$ cat config.mk
export PLATFORM = sky130hd
export DESIGN_NAME = axi_stream_read_fifo
export DESIGN_NICKNAME = d
export VERILOG_FILES = /design/src/rtl/axi_stream_read_fifo.sv
export SDC_FILE = /design/constraint.sdc
export NUM_CORES = 1
export LEC_CHECK = 0
export BUFFER_PORTS_ARGS = -buffer_cell sky130_fd_sc_hd__buf_2
export CORE_ASPECT_RATIO = 0.5
export CORE_MARGIN = 4
export CORE_UTILIZATION = 64
export DETAILED_ROUTE_END_ITERATION = 7
export GPL_ROUTABILITY_DRIVEN = 0
export PLACE_DENSITY = 0.85
export SLEW_MARGIN = 15
export SYNTH_ARGS = -nofsm -noshare
export SYNTH_HDL_FRONTEND = slang
export SYNTH_SLANG_ARGS = --single-unit
$ cat constraint.sdc
create_clock -name i_clk -period 22.4 [get_ports i_clk]
set_input_delay 1.12 -clock i_clk [delete_from_list [all_inputs] [get_ports i_clk]]
set_output_delay 1.12 -clock i_clk [all_outputs]
set_load 0.005 [all_outputs]
$ cat src/rtl/axi_stream_read_fifo.sv
// AXI-Stream reader: TDEST-filtered FWFT FIFO to valid/ready out, counts packets (optional AXIS_READ_DROP_EN discards misaddressed beats).
// Latency: a beat pushed on edge N is presented in the cycle after edge N; no empty bypass.
// Backpressure: o_tready low when full or TDEST mismatches (unless drop is enabled); output held until popped.
module axi_stream_read_fifo #(
    parameter int BUS_WIDTH  = 64,
    parameter int DEPTH      = 8,
    parameter int DEST_WIDTH = 8,
    parameter int ID_WIDTH   = 8
) (
    input  logic                       i_clk,
    input  logic                       i_areset,
    input  logic [DEST_WIDTH-1:0]      i_core_TID,
    input  logic                       i_tvalid,
    output logic                       o_tready,
    input  logic [BUS_WIDTH-1:0]       i_tdata,
    input  logic [BUS_WIDTH/8-1:0]     i_tkeep,
    input  logic [DEST_WIDTH-1:0]      i_tdest,
    input  logic [ID_WIDTH-1:0]        i_tid,
    input  logic                       i_tlast,
    output logic                       o_output_valid,
    input  logic                       i_output_ready,
    output logic [BUS_WIDTH-1:0]       o_transmitted_data,
    output logic [BUS_WIDTH/8-1:0]     o_tkeep,
    output logic                       o_tlast,
    output logic [ID_WIDTH-1:0]        o_tid,
    output logic [$clog2(DEPTH):0]     o_count,
    output logic [15:0]                o_pkt_count,
    output logic [15:0]                o_drop_count
);
    localparam int AW = $clog2(DEPTH);
    localparam int PW = AW + 1;
    localparam int KW = BUS_WIDTH / 8;

    typedef struct packed {
        logic [BUS_WIDTH-1:0] data;
        logic [KW-1:0]        keep;
        logic                 last;
        logic [ID_WIDTH-1:0]  id;
    } entry_t;

    entry_t        mem_q [DEPTH];
    entry_t        mem_d [DEPTH];
    entry_t        head;
    logic [PW-1:0] wr_ptr_q, wr_ptr_d;
    logic [PW-1:0] rd_ptr_q, rd_ptr_d;
    logic [15:0]   pkt_cnt_q, pkt_cnt_d;
    logic          dest_match, empty, full, push, pop;

    assign dest_match = (i_tdest == i_core_TID);
    assign empty      = (wr_ptr_q == rd_ptr_q);
    assign full       = (wr_ptr_q[AW] != rd_ptr_q[AW]) &&
                        (wr_ptr_q[AW-1:0] == rd_ptr_q[AW-1:0]);

`ifdef AXIS_READ_DROP_EN
    logic [15:0] drop_cnt_q, drop_cnt_d;
    logic        drop;

    // Misaddressed beats are always acknowledged so they cannot stall the shared switch.
    assign o_tready = ~i_areset & (dest_match ? ~full : 1'b1);
    assign drop     = i_tvalid & ~dest_match & ~i_areset;

    always_comb begin
        drop_cnt_d = drop_cnt_q;
        if (drop && drop_cnt_q != 16'hFFFF)
            drop_cnt_d = drop_cnt_q + 16'd1;
    end

    always_ff @(posedge i_clk or posedge i_areset) begin
        if (i_areset) drop_cnt_q <= '0;
        else          drop_cnt_q <= drop_cnt_d;
    end

    assign o_drop_count = drop_cnt_q;
`else
    assign o_tready     = ~i_areset & dest_match & ~full;
    assign o_drop_count = '0;
`endif

    assign push = i_tvalid & o_tready & dest_match;
    assign pop  = ~empty & i_output_ready;
    assign head = mem_q[rd_ptr_q[AW-1:0]];

    always_comb begin
        wr_ptr_d  = wr_ptr_q;
        rd_ptr_d  = rd_ptr_q;
        pkt_cnt_d = pkt_cnt_q;
        for (int i = 0; i < DEPTH; i++) mem_d[i] = mem_q[i];
        if (push) begin
            mem_d[wr_ptr_q[AW-1:0]] = '{data: i_tdata, keep: i_tkeep, last: i_tlast, id: i_tid};
            wr_ptr_d = wr_ptr_q + PW'(1);
        end
        if (pop) begin
            rd_ptr_d = rd_ptr_q + PW'(1);
            if (head.last) pkt_cnt_d = pkt_cnt_q + 16'd1;
        end
    end

    always_ff @(posedge i_clk or posedge i_areset) begin
        if (i_areset) begin
            wr_ptr_q  <= '0;
            rd_ptr_q  <= '0;
            pkt_cnt_q <= '0;
        end else begin
            wr_ptr_q  <= wr_ptr_d;
            rd_ptr_q  <= rd_ptr_d;
            pkt_cnt_q <= pkt_cnt_d;
        end
    end

    // Storage needs no reset: the pointers alone define what is valid.
    always_ff @(posedge i_clk) begin
        for (int i = 0; i < DEPTH; i++) mem_q[i] <= mem_d[i];
    end

    // Head fields are masked so an empty (or resetting) FIFO presents zeros.
    assign o_output_valid     = ~empty;
    assign o_transmitted_data = head.data & {BUS_WIDTH{~empty}};
    assign o_tkeep            = head.keep & {KW{~empty}};
    assign o_tlast            = head.last & ~empty;
    assign o_tid              = head.id & {ID_WIDTH{~empty}};
    assign o_count            = wr_ptr_q - rd_ptr_q;
    assign o_pkt_count        = pkt_cnt_q;
endmodule

==> results.sh <==
export IMPL_outcome="complete, no violations"
export IMPL_clkSinkCount=672
export IMPL_die_h_um=151
export IMPL_seq_total_area_yosys=0.767
export IMPL_synth_cell_types=41
export IMPL_source_to_sink_clock_delay_at_the_later_pin_of_the_worst_skew_pair_ns=0.59
export IMPL_firstDrtPassIters=6
export IMPL_postRouteAntennaNets=0
export IMPL_tritoncts_clock_tree="yes"
export IMPL_tritoncts_num_buffers=55
export IMPL_wire_length_reported_by_the_detailed_router_um=58700
export IMPL_critical_path_required_ns=21.28
export IMPL_post_cts_repair_setup_buffers=0
export IMPL_ios=220
export IMPL_first_global_vias=13800
export IMPL_layout_worst_path_cycle_share=0.234
export IMPL_finalWorstPathRequiredPeriod_ns=5.24
export IMPL_ctsResizeCount=0
export IMPL_layout_nets=1601
export IMPL_setup_tns_ns=0
export IMPL_chipWidth_um=294
export IMPL_slew_limit_headroom=0.241
export IMPL_leakage_nw=9.86
export IMPL_timing_critical_path_to_type="output pin"
export IMPL_drt_iter0_drc=1660
export IMPL_route_vias_total=13500
export IMPL_rows=52
export IMPL_fin_area_sq_um=29300
export IMPL_synth_yosys_warnings=0
export IMPL_numPortBuffers=203
export IMPL_cts_clk_slew_worst_paths_ns=0.07
export IMPL_synth_area_per_inst_sq_um=20.4
export IMPL_timing_worst_slew_pin_value_ns=1.14
export IMPL_rsz0062_at_grt="no"
export IMPL_detail_route_drc_violations=0
export IMPL_min_delay_path_class="reg -> reg"
export IMPL_grt_antenna_before_repair=14
export IMPL_placement_setup_worst_slack_ns=17.39
export IMPL_post_synth_instance_area_sq_um=26100
export IMPL_p_per_area_nw_per_um2=112
export IMPL_detail_route_vias_per_cell=6.45
export IMPL_number_of_cells_produced_by_synthesis=1282
export IMPL_grt_overflow=0
export IMPL_fin_worst_hold_slack_ns=0.478
export IMPL_track_usage=0.266
export IMPL_ctsHtreeMaxLevel=2
export IMPL_setup_viol=0
export IMPL_synth_top_area_share=0.745
export IMPL_final_fill_count=2148
export IMPL_timing_fmax_mhz=191
export IMPL_half_perimeter_wire_length_of_the_detailed_placement_result_um=29300
export IMPL_grt_start_max_net_pins=130
export IMPL_crit_path_start_kind="register"
export IMPL_detailed_place_area_sq_um=27600
export IMPL_postSynthRegisterBits=672
export IMPL_grt_first_pass_wirelength_um=87000
export IMPL_post_cts_hold_buffer_count=0
export IMPL_syn_to_final_growth_pct=12.2
export IMPL_post_route_cells_drive_above_1_share=0.317
export IMPL_mostFrequentLayoutCells="edfxtp_1 (648), buf_2 (203), nand2_1 (174)"
export IMPL_finalHoldViolations=0
export IMPL_wl_per_cell_um=28.1
export IMPL_area_of_the_core_region_sq_um=40300
export IMPL_cts_root_buffer="clkbuf_16"
export IMPL_slew_viol_final=0
export IMPL_yosys_top_cells_area="edfxtp_1 (74%), mux4_2 (14%), nand2_1 (2.5%)"
export IMPL_floorplan_initialDensity=0.648
export IMPL_timing_setup_critical_path_class="reg -> out"
export IMPL_dp_cells=1976
export IMPL_ir_worst_vdd_mv=0.0672
export IMPL_die_area_sq_um=44300
export IMPL_layout_setup_ws_ns=17.16
export IMPL_clock_path_buffers=3
export IMPL_finish_cell_count_without_fillers=2088
export IMPL_critPathArrivalTime_ns=4.12
export IMPL_path_max_fanout=55
export IMPL_drv_max_cap_violation_count=0
export IMPL_yosysTopAreaCell="edfxtp_1"
export IMPL_fin_skew_ns=0.0186
export IMPL_final_common_cell="edfxtp_1"
-- flip-flops by register name, summed over array words and instances (netlist names) --
signal       count
wr_ptr_q         4
o_pkt_count     16
mem_q          648
rd_ptr_q         4
-- power by group --
group	internal (mW)	total (mW)	switching, mW
combinational	0.435	0.913	0.478
sequential	1.39	1.45	0.0678
clock	0.499	0.928	0.429
total	2.32	3.30	0.975
-- final timing paths --
check                      slack [ns]                      to       startpoint  cells after the start
setup / recovery                17.16  o_transmitted_data[59]      rd_ptr_q[2]                      6
hold / removal                   0.48         o_pkt_count[15]  o_pkt_count[15]                      1
setup reg to reg                17.65            mem_q[6][22]      rd_ptr_q[2]                      8
hold reg to reg                  0.48         o_pkt_count[15]  o_pkt_count[15]                      1
max in group asynchronous       20.90             rd_ptr_q[0]         i_areset                      2
min in group asynchronous        0.78          o_pkt_count[7]         i_areset                      2
-- cells in the mapped netlist (all sizes together) --
cell type and count:
buf 56, xnor2 10, o311ai 1, nand4 3, conb 1, nor2b 2, mux2 2, nor2 9
nand2 175, a21oi 81, nor3 13, edfxtp 648, and4 4, nand2b 1, and3 1, a22oi 1
and2 1, o311a 1, clkbuf 27, mux4 160, ha 6, dfrtp 24, inv 11, fa 1
a21o 1, mux2i 3, nand3 9, o21ai 2, xor2 22, nor4 6
-- per-layer routing --
metal,up-vias,track usage,routed length (um)
met4,4,0.101,2010
met5,-,0,21
met2,809,0.459,30900
met3,131,0.0423,4560
met1,6984,0.350,21200
li1,5536,-,-
-- stage by stage --
stage | power [mW] | utilization
detailed placement | 2.38 | 0.684
finish | 3.30 | 0.727
CTS | 3.31 | 0.726
global placement | 2.36 | 0.684
floorplan | 2.09 | -
global route | 3.43 | 0.727
-- logic make-up (layout without fill, tap and decap cells) --
| kind of cell | Yosys count | in the layout | synth area share |
|---|---|---|---|
| DFF | 672 | 672 | 0.767 |
| xor gates and xnor gates | 32 | 32 | 0.0107 |
| muxes | 165 | 165 | 0.140 |
| and+or+nand+nor | 224 | 224 | 0.0388 |
| adders and majority gates | 7 | 7 | 0.00364 |
| other | 1 | 28 | 0.000143 |
| AOI/OAI and AO/OA | 87 | 87 | 0.0180 |
| buffers and inverters | 94 | 333 | 0.0210 |
-- final cells by class --
type | count | area, sq um | share of cell area
Clock buffer | 68 | 1470 | 0.0501
Clock inverter | 32 | 230 | 0.00785
Timing Repair Buffer | 222 | 1170 | 0.0399
Tap cell | 540 | 676 | 0.0230
Multi-Input combinational cell | 531 | 5630 | 0.192
Inverter | 11 | 45.0 | 0.00154
Sequential cell | 672 | 20100 | 0.685
Antenna cell | 12 | 30.0 | 0.00102
-- worst max-delay path, cell delays in order (launching register included) --
cell	delay [ns]
dfrtp_4	0.81
clkinv_2	0.43
ha_1	0.48
and4_4	0.56
buf_4	0.78
a21oi_1	0.23
buf_2	0.20
(Power assumes the default switching activity.)
